<file path="src/rtl/scr1_dmem_copier.sv">
// Block-copy engine acting as a second dmem initiator: one word is read and
// then written back at the destination, with a single transaction in flight.
module scr1_dmem_copier #(
    parameter int AWIDTH    = 32,
    parameter int DWIDTH    = 32,
    parameter int LEN_WIDTH = 16
) (
    input  logic                 clk,
    input  logic                 rst_n,
    input  logic                 start,
    input  logic [AWIDTH-1:0]    src_addr,
    input  logic [AWIDTH-1:0]    dst_addr,
    input  logic [LEN_WIDTH-1:0] len,
    output logic                 busy,
    output logic                 done,
    output logic                 err,
    output logic [LEN_WIDTH-1:0] words_done,
    output logic                 dmem_req,
    output logic                 dmem_cmd,
    output logic [1:0]           dmem_width,
    output logic [AWIDTH-1:0]    dmem_addr,
    output logic [DWIDTH-1:0]    dmem_wdata,
    input  logic                 dmem_req_ack,
    input  logic [DWIDTH-1:0]    dmem_rdata,
    input  logic [1:0]           dmem_resp
);

    localparam logic       CMD_RD     = 1'b0;
    localparam logic       CMD_WR     = 1'b1;
    localparam logic [1:0] RESP_OK    = 2'b01;
    localparam logic [1:0] RESP_ER    = 2'b10;
    localparam logic [1:0] WIDTH_WORD = 2'b10;

    typedef enum logic [2:0] {
        ST_IDLE,
        ST_RD_REQ,
        ST_RD_RSP,
        ST_WR_REQ,
        ST_WR_RSP
    } state_t;

    state_t                 state_reg;
    logic [AWIDTH-1:0]      src_reg;
    logic [AWIDTH-1:0]      dst_reg;
    logic [LEN_WIDTH-1:0]   remain_reg;
    logic [AWIDTH-1:0]      src_inc;
    logic [AWIDTH-1:0]      dst_inc;
    logic                   cmd_misaligned;

    // Address arithmetic wraps naturally modulo 2^AWIDTH.
    assign src_inc        = src_reg + AWIDTH'(4);
    assign dst_inc        = dst_reg + AWIDTH'(4);
    assign cmd_misaligned = (|src_addr[1:0]) | (|dst_addr[1:0]);

    assign busy       = (state_reg != ST_IDLE);
    assign dmem_width = WIDTH_WORD;

    // dmem_wdata doubles as the read-data buffer between the read and the write.
    always_ff @(posedge clk or negedge rst_n) begin
        if (!rst_n) begin
            state_reg  <= ST_IDLE;
            src_reg    <= '0;
            dst_reg    <= '0;
            remain_reg <= '0;
            done       <= 1'b0;
            err        <= 1'b0;
            words_done <= '0;
            dmem_req   <= 1'b0;
            dmem_cmd   <= CMD_RD;
            dmem_addr  <= '0;
            dmem_wdata <= '0;
        end else begin
            done <= 1'b0;
            case (state_reg)
                ST_IDLE: begin
                    if (start) begin
                        src_reg    <= src_addr;
                        dst_reg    <= dst_addr;
                        remain_reg <= len;
                        err        <= 1'b0;
                        words_done <= '0;
                        if (cmd_misaligned) begin
                            err  <= 1'b1;
                            done <= 1'b1;
                        end else if (len == '0) begin
                            done <= 1'b1;
                        end else begin
                            state_reg <= ST_RD_REQ;
                            dmem_req  <= 1'b1;
                            dmem_cmd  <= CMD_RD;
                            dmem_addr <= src_addr;
                        end
                    end
                end

                ST_RD_REQ: begin
                    if (dmem_req_ack) begin
                        dmem_req  <= 1'b0;
                        state_reg <= ST_RD_RSP;
                    end
                end

                ST_RD_RSP: begin
                    if (dmem_resp == RESP_OK) begin
                        dmem_wdata <= dmem_rdata;
                        dmem_req   <= 1'b1;
                        dmem_cmd   <= CMD_WR;
                        dmem_addr  <= dst_reg;
                        state_reg  <= ST_WR_REQ;
                    end else if (dmem_resp == RESP_ER) begin
                        err       <= 1'b1;
                        done      <= 1'b1;
                        state_reg <= ST_IDLE;
                    end
                end

                ST_WR_REQ: begin
                    if (dmem_req_ack) begin
                        dmem_req  <= 1'b0;
                        state_reg <= ST_WR_RSP;
                    end
                end

                ST_WR_RSP: begin
                    if (dmem_resp == RESP_OK) begin
                        words_done <= words_done + LEN_WIDTH'(1);
                        src_reg    <= src_inc;
                        dst_reg    <= dst_inc;
                        remain_reg <= remain_reg - LEN_WIDTH'(1);
                        if (remain_reg == LEN_WIDTH'(1)) begin
                            done      <= 1'b1;
                            state_reg <= ST_IDLE;
                        end else begin
                            dmem_req  <= 1'b1;
                            dmem_cmd  <= CMD_RD;
                            dmem_addr <= src_inc;
                            state_reg <= ST_RD_REQ;
                        end
                    end else if (dmem_resp == RESP_ER) begin
                        err       <= 1'b1;
                        done      <= 1'b1;
                        state_reg <= ST_IDLE;
                    end
                end

                default: begin
                    dmem_req  <= 1'b0;
                    state_reg <= ST_IDLE;
                end
            endcase
        end
    end

endmodule

</file>
<file path="config.mk">
export PLATFORM = sky130hd
export DESIGN_NAME = scr1_dmem_copier
export DESIGN_NICKNAME = d
export VERILOG_FILES = /design/src/rtl/scr1_dmem_copier.sv
export SDC_FILE = /design/constraint.sdc
export NUM_CORES = 1
export LEC_CHECK = 0
export ABC_AREA = 0
export ABC_CLOCK_PERIOD_IN_PS = 2650
export CORE_MARGIN = 4
export CORE_UTILIZATION = 30
export CTS_CLUSTER_DIAMETER = 80
export DETAILED_ROUTE_END_ITERATION = 8
export PLACE_DENSITY = 0.51
export SYNTH_ARGS = -nofsm -noshare
export SYNTH_HDL_FRONTEND = slang
export SYNTH_SLANG_ARGS = --single-unit
</file>
<file path="constraint.sdc">
create_clock -name clk -period 2.65 [get_ports clk]
set_input_delay 0.3975 -clock clk [delete_from_list [all_inputs] [get_ports clk]]
set_output_delay 0.3975 -clock clk [all_outputs]
set_load 0.05 [all_outputs]
</file>
Yosys cells after proc, flatten, opt, wreduce, memory -nomap -nowiden
Cells that the tools add are included.
Operators by class
  add/sub/neg operators: 4
  multipliers: 0
  div/mod/pow operators: 0
  order comparisons: 0
  equal/unequal tests: 18
  shifts and indexed selects: 0
  muxes and demuxes: 56
  bitwise operators: 1
  reductions and logical operators: 16
Operators by type and width (count)
  $mux W32: 10
  $pmux W32 S2: 2
  $pmux W32 S3: 1
  $add A32 B3 Y32 const B: 2
  $mux W16: 4
  $pmux W16 S2: 2
  $mux W1: 24
  $mux W3: 8
  $ne A2 B2 Y1 const B: 9
  $add A16 B1 Y16 const B: 1
  $eq A16 B1 Y1 const B: 1
  $logic_not A16 Y1: 1
  $sub A16 B1 Y16 const B: 1
  $pmux W3 S5: 1
  $reduce_and A7 Y1: 2
  $reduce_or A2 Y1: 4
  $eq A3 B2 Y1 const B: 2
  $pmux W1 S3: 2
  $reduce_bool A3 Y1: 2
  $reduce_and A5 Y1: 1
  $ne A2 B1 Y1 const B: 2
  $pmux W1 S4: 1
  $reduce_and A4 Y1: 1
  $reduce_bool A2 Y1: 2
  9 further kinds: 9
Word-level totals
  register bits: 167
  latch bits: 0
  RAM bits: 0
  bits in read-only memories: 0
  input port bits: 118
  output and inout bits: 87
  logic and storage cells: 106
  memories kept: 0

Depth between registers and ports, before layout
  depth in word-level cells: 5
  gate-level depth with buffers: 9
  depth with buffers taken out: 7

Least setup slack after synthesis
OpenSTA, ideal clock, no wires.
  path type: register to register
  start: register state_reg[1]
  end: register dmem_addr[6]
  library setup time: 0.087 ns
  arrival time: 2.157 ns
  data required time: 2.563 ns
  path slack: 0.407 ns
  cell stages (with the launch flop): 6
  buffers on the path: 1
  clock period less this slack: 2.243 ns
  cell sequence: dfrtp_1 -> clkbuf_1 -> nor2_1 -> nand2_1 -> or4b_2 -> o211ai_1
Between the ends
  longest elaborated chain between the ends: 3
  elaborated cells between the ends (all ways): 12
  those cells by class: eq/ne (8); mux (1); reduce/logical (3)
Ends and longest elaborated chain
  start, declared: line 42  | state_t state_reg;
  start signal, assigned: line 61  | state_reg <= ST_IDLE;
  start signal, assigned: line 88  | state_reg <= ST_RD_REQ;
  start signal, assigned: line 99  | state_reg <= ST_RD_RSP;
  $eq A3 B3 Y1, or another cell as far along: line 74  | case (state_reg)
  $ne A2 B2 Y1 (no source line) or $reduce_bool A3 Y1 (tied branches)
  $reduce_and A7 Y1 (no source line)
  end signal, assigned: line 91  | dmem_addr <= src_addr;
  end signal, assigned: line 108  | dmem_addr <= dst_reg;
  end signal, assigned: line 136  | dmem_addr <= src_inc;
  end, declared: line 21  | output logic [AWIDTH-1:0] dmem_addr,
Parallel ways exist; a longest one is shown, timed or not.
A chain may end at the register's enable or synchronous reset.

Worst setup path in the final report
  start: register src_reg[25]
  end: register dmem_addr[30]
Between the ends
  longest elaborated chain between the ends: 4
Ends and longest elaborated chain
  start, declared: line 43  | logic [AWIDTH-1:0] src_reg;
  start signal, assigned: line 77  | src_reg <= src_addr;
  start signal, assigned: line 127  | src_reg <= src_inc;
  $add A32 B3 Y32: line 51  | assign src_inc = src_reg + AWIDTH'(4);
  $mux W32: line 130  | if (remain_reg == LEN_WIDTH'(1)) begin
  $mux W32: line 125  | if (dmem_resp == RESP_OK) begin
  $pmux W32 S3: line 74
Every way passes these cells. The select of a mux whose other input is x is not followed.

==> summary.txt <==
Outcome
  • Outcome: finished clean

Synthesis
  • Syn Nets: 1161
  • Cell variety after synth: 75
  • Synth warn: 0
  • Commonest cells in the netlist: dfrtp_1, nand2_1, a21oi_1
  • Post-Syn Instances: 1038
  • Post-synth EDFFs: 0
  • Ys async rst share: 100%
  • Count leader, synth: dfrtp_1
  • Top cell type's share of synthesized area: 44.1%
  • Syn Area/Cell: a little over 9 sq um
  • Post-Synthesis Cell Area: 0.00948 sq mm
  • Area contributors post-synth: dfrtp_1, mux2_2, a21oi_1, o21ai_0, nand2_1
  • Ys flop type: dfrtp_1
  • Largest area contributor in the netlist: dfrtp_1
  • Seq/Total Area, Yosys: approximately 44%
  • Synthesized flop and latch total: 167

Global routing
  • Vias in the first global route: 8923
  • Congestion Overflow GR: 0
  • Global-route wire length before repair: 53100 um
  • Initial antenna violation count: 0
  • Gr usage total: 19.6%
  • Largest net degree at the start of global routing: 52

Final layout
  • # diodes: 0
  • Nets: 1364
  • Layout area overhead: 35.9%
  • Filler cells: 3058
  • Finished Layout Cells: ~1700
  • Layout cells sized above 1: 12.6%

Worst setup path
  • Worst R2R End: dmem_addr[30]
  • Startpoint types: register
  • R2R setup slack: ~0.30 ns
  • R2R depth: 5
  • CP Capture Type: register
  • Arr. time, crit path: 2.70 ns
  • FF-to-FF Start: src_reg[25]
  • CP Class: reg -> reg
  • Data required time at the worst endpoint: 3.00 ns
  • Crit-path max FO: 7

Place
  • IO Port Bufs: 202
  • Cell count after placement: about 1600
  • Dpl hpwl: 24700 um
  • RD Place Congestion: between 0.8 and 0.9
  • Setup WS pre-CTS: -0.00163 ns

Floorplanning
  • Die Y: 186 um
  • Rows: 64
  • Die width: approximately 190 um
  • Core box area: 0.0309 sq mm
  • # IOs: between 200 and 250
  • Die Area: 0.0345 sq mm
  • Initial cell density of the core: 30.7%

Pwr
  • NetSw: 7.07 mW
  • Leakage power: 4.96 nW
  • Maximum VDD drop: approximately 640 uV
  • Sequential cell fraction of total power: between 30 and 40%
  • Final Power: roughly 15 mW
  • Sw frac: around 48%
  • Combinational power share: roughly half
  • Pint: 7.80 mW
  • Clock Power Share: 17.1%
  • PwrDens: 1150 mW/mm^2

Clock network
  • Total CTS buffers: 17
  • Clock Sinks: 167
  • Clock tree buffer depth: 2
  • Worst-path clk slew: 0.08 ns
  • Htree depth: 4
  • CTS tree: built
  • Cell chosen for the clock root: clkbuf_16
  • Worst-skew pair later-pin latency: 0.44 ns
  • Post-CTS setup buffers: 0

STA
  • WHS: 0.480 ns
  • Unrepaired setup endpoints after global routing: false
  • Rel. slew slack: a little over half
  • Final hold violations: 0
  • Final setup vio count: 0
  • Clock Skews: 0.0124 ns
  • Final WS setup: 0.301 ns
  • Slew of the pin with the lowest slew margin: 0.695 ns
  • Slew Limit Fails: 0
  • Peak Freq: 426 MHz
  • Final Critical Period: between 2 and 2.5 ns
  • Post-Route Setup TNS: 0 ns
  • Period utilization: 88.6%

Detailed routing
  • Routed len/inst: 20.9 um
  • Via count: 9183
  • Total iterations of the first detailed-routing run: 7
  • Initial DRC Count: 770
  • Total Wirelength: approximately 35000 um
  • DR vias/cell: approximately 5.6
  • DRC viols: 0
  • Post-DRT Antenna Nets: 0

Job
  • Max Cap Violations: 0

Hold path
  • Worst min-delay path class: in -> async
[layout by cell type (no fill, tap or decap), types with 17 or more instances in the layout]
| cell | synthesis | layout |
|---|---|---|
| a211oi_1 | 30 | 30 |
| a21oi_1 | 76 | 76 |
| a22oi_1 | 35 | 35 |
| a31oi_1 | 28 | 28 |
| buf_4 | 2 | 48 |
| clkbuf_16 | 0 | 17 |
| clkdlybuf4s50_1 | 0 | 200 |
| dfrtp_1 | 167 | 167 |
| inv_1 | 23 | 23 |
| mux2_2 | 42 | 42 |
| nand2_1 | 81 | 80 |
| nand3_1 | 34 | 34 |
| nand4_1 | 23 | 23 |
| nor2_1 | 71 | 70 |
| nor3_1 | 25 | 25 |
| nor4_1 | 30 | 30 |
| o21ai_0 | 75 | 74 |
| o22ai_1 | 18 | 18 |
[kinds of logic (layout without fill, tap and decap cells)]
logic type | count (synthesis) | count (layout) | share of synthesized area (%)
AOI/OAI and AO/OA | 353 | 353 | 24.5
and+or+nand+nor | 344 | 344 | 19.0
DFF | 167 | 167 | 44.1
buffers and inverters | 100 | 316 | 4.26
muxes | 45 | 45 | 5.31
xor gates and xnor gates | 22 | 22 | 2.03
adders and majority gates | 5 | 5 | 0.660
other | 2 | 2 | 0.0792
[power by group through the flow]
| stage | clock [mW] | combinational (mW) | sequential [mW] |
|---|---|---|---|
| floorplan | 0 | 3.07 | 6.31 |
| global placement | 0 | 7.29 | 5.00 |
| detailed placement | 0 | 7.33 | 5.00 |
| CTS | 2.62 | 7.36 | 4.96 |
| global route | 2.72 | 7.92 | 5.14 |
| finish | 2.54 | 7.35 | 4.97 |
[through the flow]
stage               area, sq um  utilization, %
floorplan                  9480               -
global placement          12300            39.7
detailed placement        12300            39.7
CTS                       12900            41.7
global route              12900            41.7
finish                    12900            41.7
[routing by layer]
metal	GRT usage (%)	routed length, um	up-vias	part of all wire [%]
li1	-	-	4370	-
met1	28.9	16400	4453	48
met2	30.7	15300	338	44
met3	3.05	2460	22	7.1
met4	4.02	417	0	1.2
met5	0	0	-	0
[final cells by class]
class,instances,area [sq um],area share (%)
well taps,396,495,3.85
clock inverters,14,149,1.16
repair buffers,261,2600,20.2
multi-input cells,771,4930,38.3
clock buffers,18,439,3.41
flip-flops and latches,167,4180,32.4
inverters,23,86.3,0.670
[worst max path at each step]
stage,from,endpoint,slack (ns),cells past startpoint
detailed placement,len[11],dmem_req,-0.002,7
CTS,src_reg[25],dmem_addr[30],0.33,5
floorplan,state_reg[1],dmem_addr[6],0.41,5
finish,src_reg[25],dmem_addr[30],0.30,5
global placement,src_addr[1],dmem_addr[12],0.07,8
global route,src_reg[25],dmem_addr[30],0.19,5
[worst max-delay path, stage by stage (launching register included)]
cell and delay, ns:
dfrtp_1 0.51, nand3_1 0.20, or4_1 0.57, or4_4 0.49, or3_1 0.32, a41oi_1 0.18
[what timing repair did]
item | CTS | global route
resized for setup | 0 | 0
hold buffers | 1 | 0
endpoints found under the hold margin | 41 | 0
endpoints found under the setup margin | 0 | 0
(Power assumes the default switching activity.)
